$ cat src/rtl/pipeline_stall_controller.sv
// Central stall/flush sequencer for the 5-stage pipeline: merges load-use, branch flush and
// data-memory handshake into PC, IF/ID and ID/EX controls, with saturating perf counters.
module pipeline_stall_controller #(
    parameter int CNT_WIDTH = 32,
    parameter int MAX_WAIT  = 255
) (
    input  logic                 clk_i,
    input  logic                 rst_i,
    input  logic                 start_i,
    input  logic                 hazard_i,
    input  logic                 branch_i,
    input  logic                 mem_req_i,
    input  logic                 mem_ack_i,
    output logic                 PCWrite_o,
    output logic                 IFID_write_o,
    output logic                 IFID_flush_o,
    output logic                 IDEX_noop_o,
    output logic                 freeze_o,
    output logic                 error_o,
    output logic [CNT_WIDTH-1:0] stall_cnt_o,
    output logic [CNT_WIDTH-1:0] flush_cnt_o
);

    typedef enum logic [1:0] {
        IDLE     = 2'd0,
        RUN      = 2'd1,
        MEM_WAIT = 2'd2
    } state_t;

    state_t                 r_state;
    state_t                 w_nextState;
    logic [15:0]            r_waitCnt;
    logic [16:0]            w_waitNext;
    logic                   w_memHold;
    logic                   r_error;
    logic [CNT_WIDTH-1:0]   r_stallCnt;
    logic [CNT_WIDTH-1:0]   r_flushCnt;

    // In RUN only an unacknowledged request freezes; once waiting, anything short of an ack holds.
    always_comb begin
        w_memHold = 1'b0;
        case (r_state)
            RUN:      w_memHold = mem_req_i & ~mem_ack_i;
            MEM_WAIT: w_memHold = ~mem_ack_i;
            default:  w_memHold = 1'b0;
        endcase
    end

    always_ff @(posedge clk_i or posedge rst_i) begin
        if (rst_i) begin
            r_state <= IDLE;
        end else begin
            r_state <= w_nextState;
        end
    end

    always_comb begin
        w_nextState = r_state;
        case (r_state)
            IDLE: begin
                if (start_i) w_nextState = RUN;
            end
            RUN: begin
                if (w_memHold)     w_nextState = MEM_WAIT;
                else if (!start_i) w_nextState = IDLE;
            end
            MEM_WAIT: begin
                if (!w_memHold) w_nextState = start_i ? RUN : IDLE;
            end
            default: w_nextState = IDLE;
        endcase
    end

    always_comb begin
        PCWrite_o    = 1'b0;
        IFID_write_o = 1'b0;
        IFID_flush_o = 1'b0;
        IDEX_noop_o  = 1'b0;
        freeze_o     = 1'b0;
        if (r_state == RUN || r_state == MEM_WAIT) begin
            if (w_memHold) begin
                freeze_o = 1'b1;
            end else if (hazard_i) begin
                IDEX_noop_o = 1'b1;
            end else if (branch_i) begin
                PCWrite_o    = 1'b1;
                IFID_write_o = 1'b1;
                IFID_flush_o = 1'b1;
            end else begin
                PCWrite_o    = 1'b1;
                IFID_write_o = 1'b1;
            end
        end else begin
            freeze_o = 1'b1;
        end
    end

    assign w_waitNext = {1'b0, r_waitCnt} + 17'd1;

    // The wait count saturates so a never-acked access cannot wrap and hide the error.
    always_ff @(posedge clk_i or posedge rst_i) begin
        if (rst_i) begin
            r_waitCnt <= '0;
            r_error   <= 1'b0;
        end else begin
            if (r_state == RUN && w_nextState == MEM_WAIT) begin
                r_waitCnt <= '0;
            end else if (r_state == MEM_WAIT && w_memHold) begin
                if (r_waitCnt != 16'hFFFF) r_waitCnt <= w_waitNext[15:0];
                if (w_waitNext >= 17'(MAX_WAIT)) r_error <= 1'b1;
            end
        end
    end

    always_ff @(posedge clk_i or posedge rst_i) begin
        if (rst_i) begin
            r_stallCnt <= '0;
            r_flushCnt <= '0;
        end else if (r_state != IDLE) begin
            if ((freeze_o || IDEX_noop_o) && (r_stallCnt != '1)) r_stallCnt <= r_stallCnt + 1'b1;
            if (IFID_flush_o && (r_flushCnt != '1))              r_flushCnt <= r_flushCnt + 1'b1;
        end
    end

    assign error_o     = r_error;
    assign stall_cnt_o = r_stallCnt;
    assign flush_cnt_o = r_flushCnt;

endmodule
$ cat config.mk
export PLATFORM = sky130hd
export DESIGN_NAME = pipeline_stall_controller
export DESIGN_NICKNAME = d
export VERILOG_FILES = /design/src/rtl/pipeline_stall_controller.sv
export SDC_FILE = /design/constraint.sdc
export NUM_CORES = 1
export LEC_CHECK = 0
export CORE_MARGIN = 2
export CORE_UTILIZATION = 25
export CTS_CLUSTER_SIZE = 10
export DETAILED_ROUTE_END_ITERATION = 7
export DONT_BUFFER_PORTS = 1
export PLACE_DENSITY = 0.44
export SLEW_MARGIN = 10
export SYNTH_ARGS = -nofsm -noshare
export SYNTH_HDL_FRONTEND = slang
export SYNTH_SLANG_ARGS = --single-unit
$ cat constraint.sdc
create_clock -name clk_i -period 3.6 [get_ports clk_i]
set_clock_uncertainty 0.05 [all_clocks]
set_input_delay 0.72 -clock clk_i [delete_from_list [all_inputs] [get_ports clk_i]]
set_output_delay 0.72 -clock clk_i [all_outputs]
set_load 0.1 [all_outputs]
After elaboration in Yosys (flattened, before gate mapping)
Cells that the tools add are included.
{ "word_totals": {"reg_bits": 83, "inputBits": 7, "output_inout_bits": 70, "word_cells": 54} }
{ "classes": {"addsub": 3, "magnitude_cmp": 1, "n_eq_ne": 6, "n_mux": 22, "bitwise": 3, "n_reduce_logical": 14} }
{ "ops": {"columns": ["op", "n"], "rows": [
  ["$add A32 B1 Y32 const B", 2],
  ["$ne A32 B32 Y1 const B", 2],
  ["$mux W16", 3],
  ["$add A16 B1 Y17 const B", 1],
  ["$ge A17 B8 Y1 const B", 1],
  ["$ne A16 B16 Y1 const B", 1],
  ["$mux W1", 13],
  ["$mux W2", 4],
  ["$pmux W2 S3", 1],
  ["$reduce_and A2 Y1", 3],
  ["$reduce_bool A2 Y1", 3],
  ["$eq A2 B2 Y1 const B", 2],
  ["$logic_and A1 B1 Y1", 4],
  ["$reduce_and A3 Y1", 1],
  ["$eq A2 B1 Y1 const B", 1],
  ["$logic_not A2 Y1", 1],
  ["$logic_or A1 B1 Y1", 2],
  ["$not A1 Y1", 2],
  ["$pmux W1 S2", 1],
  ["$and A1 B1 Y1", 1]
]} }

Depth between registers and ports, before layout
{ "depth": {"word_depth": 9, "depth_mapped": 10, "depth_no_buf": 7} }

Least setup slack after synthesis
No wires, ideal clock.
{ "synth_timing": {"path_type": "flip-flop to output port", "start": "reg r_state[1]", "end": "out IFID_flush_o", "arrival_time_ns": 5.337, "required_time_ns": 2.830, "path_slack_ns": -2.507, "stages_incl_launch_ff": 7, "path_buffers": 0, "cell_sequence": "dfrtp_1 -> inv_1 -> ha_1 -> a21oi_4 -> o21ai_0 -> nor2_1 -> and2_1"} }
{ "synth_between": {"elab_chain_cells": 4, "word_cells_on_any_way": 6, "cone_classes": "2 x eq/ne; 3 x mux; 1 x reduce/logical"} }
{ "synth_lines": {"columns": ["item", "line_no", "text"], "rows": [
  ["from (decl)", "30", "state_t r_state;"],
  ["from (signal assigned)", "53", "r_state <= w_nextState;"],
  ["$eq A2 B2 Y1 or $eq A2 B1 Y1 (tied branches)", "42, 80", null],
  ["$pmux W1 S2", "42", "case (r_state)"],
  ["$mux W1", "81", "if (w_memHold) begin"],
  ["$mux W1 *", "80", "if (r_state == RUN || r_state == MEM_WAIT) begin"],
  ["to (decl)", "16", "output logic IFID_flush_o,"]
]} }
Mark *: on every way between the ends. The rest lies on a longest branch, timed or not.

Worst setup path after layout
{ "layout_timing": {"start": "reg r_state[0]", "end": "out IDEX_noop_o"} }
{ "layout_between": {"elab_chain_cells": 4, "word_cells_on_any_way": 6, "cone_classes": "2 x eq/ne; 3 x mux; 1 x reduce/logical"} }
{ "layout_lines": {"columns": ["item", "line_no", "text"], "rows": [
  ["$eq A2 B2 Y1 or $eq A2 B1 Y1 (tied branches)", "42, 80", null],
  ["$pmux W1 S2", "42", null],
  ["$mux W1", "81", null],
  ["$mux W1 *", "80", null],
  ["to (decl)", "17", "output logic IDEX_noop_o,"]
]} }
Marked as above.

==> results.cfg <==
[route]
drtPass1Iterations = 5
drc = 0
wirelength_microns = 12100
ant_nets = 0
post_drt_via_cell_ratio = 4.92
initialDrtViolationCount = 148
vias = 3760
wl_per_cell_microns = 15.8

[timing]
setup_viol = 0
max-slew-margin-rel = 0.340
fin_crit_ns = 2.90
setup_ws_ns = 0.703
hold_viol = 0
max_freq_ghz = 0.345
fin_crit_sh = 0.805
tns_ns = 0
worstMarginPinSlew_ns = 0.990
rsz0062_at_grt = false
drv_slew = 0

[critical_path]
critPathRequiredTime_ns = 2.83
cp_common_cell = buf_4
cpPeakStageDelay_ns = 0.43
crit_buf_inv = 3
path_class = reg -> out
crit_arrival_ns = 2.13
critical_path.endpoint_type = output pin
cp_slowest_cell = dfrtp_1
cp_max_fo = 6
crit_chain = inv_1, ha_1, a21oi_4, o21ai_2, buf_4, nor2_2, buf_4
crit_family = buffers and inverters
startpoint_type = register

[power_and_ir_drop]
ir_worst_vdd_mv = 0.331
p_per_area_mw_per_mm2 = 585
leakage_uw = 0.00274

[floorplan]
start_util = 0.253
coreArea_sq_mm = 0.0186
die_h_microns = 141
die_w_microns = 141
die_area_sq_mm = 0.0199
io_pins = 77
rows = 50

[final_layout]
fin_util = 0.311
area_growth_pct = 23.2
diodes = 0
stdcell_area_sq_mm = 0.00578
fillers = 1920
final_nets = 540
drive_gt1_frac = 0.232

[synthesis]
syn_area_sq_mm = 0.00469
synth_top_cell_by_area = dfrtp_1
synthTopCellsByCount = 83 x dfrtp_1, 53 x xor2_1, 28 x nor2_1
synth-edff-count = 0
synth_area_per_cell_sq_um = 10.2
seq_area_frac_synth = 0.443
synth_cell_types = 64
dominantRegCellSynth = dfrtp_1
yosysWarnings = 0
async_reset_ff_frac = 1.00
synth-seq-cells = 83
yosysTopAreaCellShare = 0.443
yosysMostFrequentCell = dfrtp_1
synth_area_leaders = dfrtp_1 44%, xor2_1 9.9%, xnor2_1 4.3%
netlist_instances = 458
synth_nets = 473

[placed_design]
port_buffers = 0
hpwl_microns = 8640
place_congestion = 0.769
pre_cts_ws_ns = 0.793
placed_cell_area_sq_mm = 0.00547

[clock_tree]
numCtsBuffers = 9
path_clk_slew_ns = 0.06
htreeDepth = 3
clk_latency_ns = 0.34
cts_sinks = 83
post-cts-setup-buffers = 0
root_buffer = clkbuf_16
tritoncts = done
cts_hold_buf = 0
clk_path_buf_depth = 2
cts-resized-gates = 0

[global_routing]
antenna_found_initial = 0
grt_use_total = 0.125
grt_max_degree = 55
grt_pass1_wl_microns = 19800
grt_pass1_vias = 3790
overflow = 0

[run_status]
outcome = finished clean

[run]
maxCapViolations = 0

[worst_hold_path]
hold_path.class = in -> async
## registers in the layout, summed over array words and instances (netlist names)
name         flops
flush_cnt_o     32
r_state          2
stall_cnt_o     32
r_waitCnt       16
error_o          1
## layer usage
metal	up-vias	GRT usage	part of all wire
met3	12	0.0452	0.062
met2	92	0.201	0.47
met5	-	0	0
li1	1786	-	-
met4	0	0.0516	0.024
met1	1870	0.151	0.44
## path summary, 6_finish.rpt
path,from,cells after the start,endpoint,slack (ns)
worst min-delay path,rst_i,1,flush_cnt_o[29],0.40
worst max register to register,r_state[0],7,stall_cnt_o[10],0.76
min in group clk_i,stall_cnt_o[0],1,stall_cnt_o[0],0.48
max in group asynchronous,rst_i,2,stall_cnt_o[9],2.28
worst min register to register,stall_cnt_o[0],1,stall_cnt_o[0],0.48
worst max-delay path,r_state[0],7,IDEX_noop_o,0.70
## cell families (layout without fill, tap and decap cells)
group	count (synthesis)	in the layout	share of synthesized area
DFF	83	83	0.443
muxes	3	3	0.00693
adders and majority gates	8	8	0.0213
and+or+nand+nor	197	197	0.247
buffers and inverters	37	109	0.0400
xor gates and xnor gates	76	76	0.142
AOI/OAI and AO/OA	54	54	0.101
## power breakdown
| group | total (uW) | internal, uW | switching, uW |
|---|---|---|---|
| registers | 1100 | 1010 | 85.3 |
| clock network | 974 | 595 | 378 |
| logic | 1310 | 305 | 1010 |
## stage by stage
stage	hold WS [ns]	std cells	power, uW
5_1_grt	0.481	764	3550
6_report	0.403	764	3380
3_3_place_gp	0.464	748	2410
4_1_cts	0.451	764	3430
3_5_place_dp	0.468	748	2440
2_1_floorplan	0.482	458	2140
## layout make-up
type                       instances  area, sq um  share of cell area
timing repair buffer              76          583               0.101
clock buffer                      13          270              0.0467
tap                              234          293              0.0506
sequential                        83         2080               0.359
inverter                          17         65.1              0.0113
multi-input combinational        338         2450               0.424
clock inverter                     3         45.0             0.00779
## cell usage in the layout (no fill, tap or decap), types with 2 or more instances in the layout
| master | n |
|---|---|
| dfrtp_1 | 83 |
| buf_4 | 75 |
| xor2_1 | 53 |
| nand2_1 | 27 |
| nor2_1 | 26 |
| nand3_1 | 25 |
| xnor2_1 | 23 |
| and3_1 | 23 |
| nor3_1 | 20 |
| inv_1 | 16 |
| nor4_1 | 13 |
| nand4_1 | 13 |
| o2111ai_1 | 9 |
| clkbuf_16 | 9 |
| a211oi_2 | 8 |
| and4_1 | 8 |
| ha_1 | 8 |
| and2_1 | 7 |
| o21ai_0 | 5 |
| nor4b_1 | 4 |
| a21oi_1 | 4 |
| nand2b_1 | 4 |
| o211ai_1 | 4 |
| nand4_2 | 3 |
| nand4b_1 | 3 |
| clkbuf_8 | 3 |
| nor4b_2 | 2 |
| a31oi_1 | 2 |
| a211oi_1 | 2 |
| or3_1 | 2 |
| a211o_1 | 2 |
| or4_1 | 2 |
| a32oi_1 | 2 |
| nor4_2 | 2 |
| and3b_1 | 2 |
| clkinvlp_4 | 2 |
No activity file was read; power rests on OpenSTA's default activity.
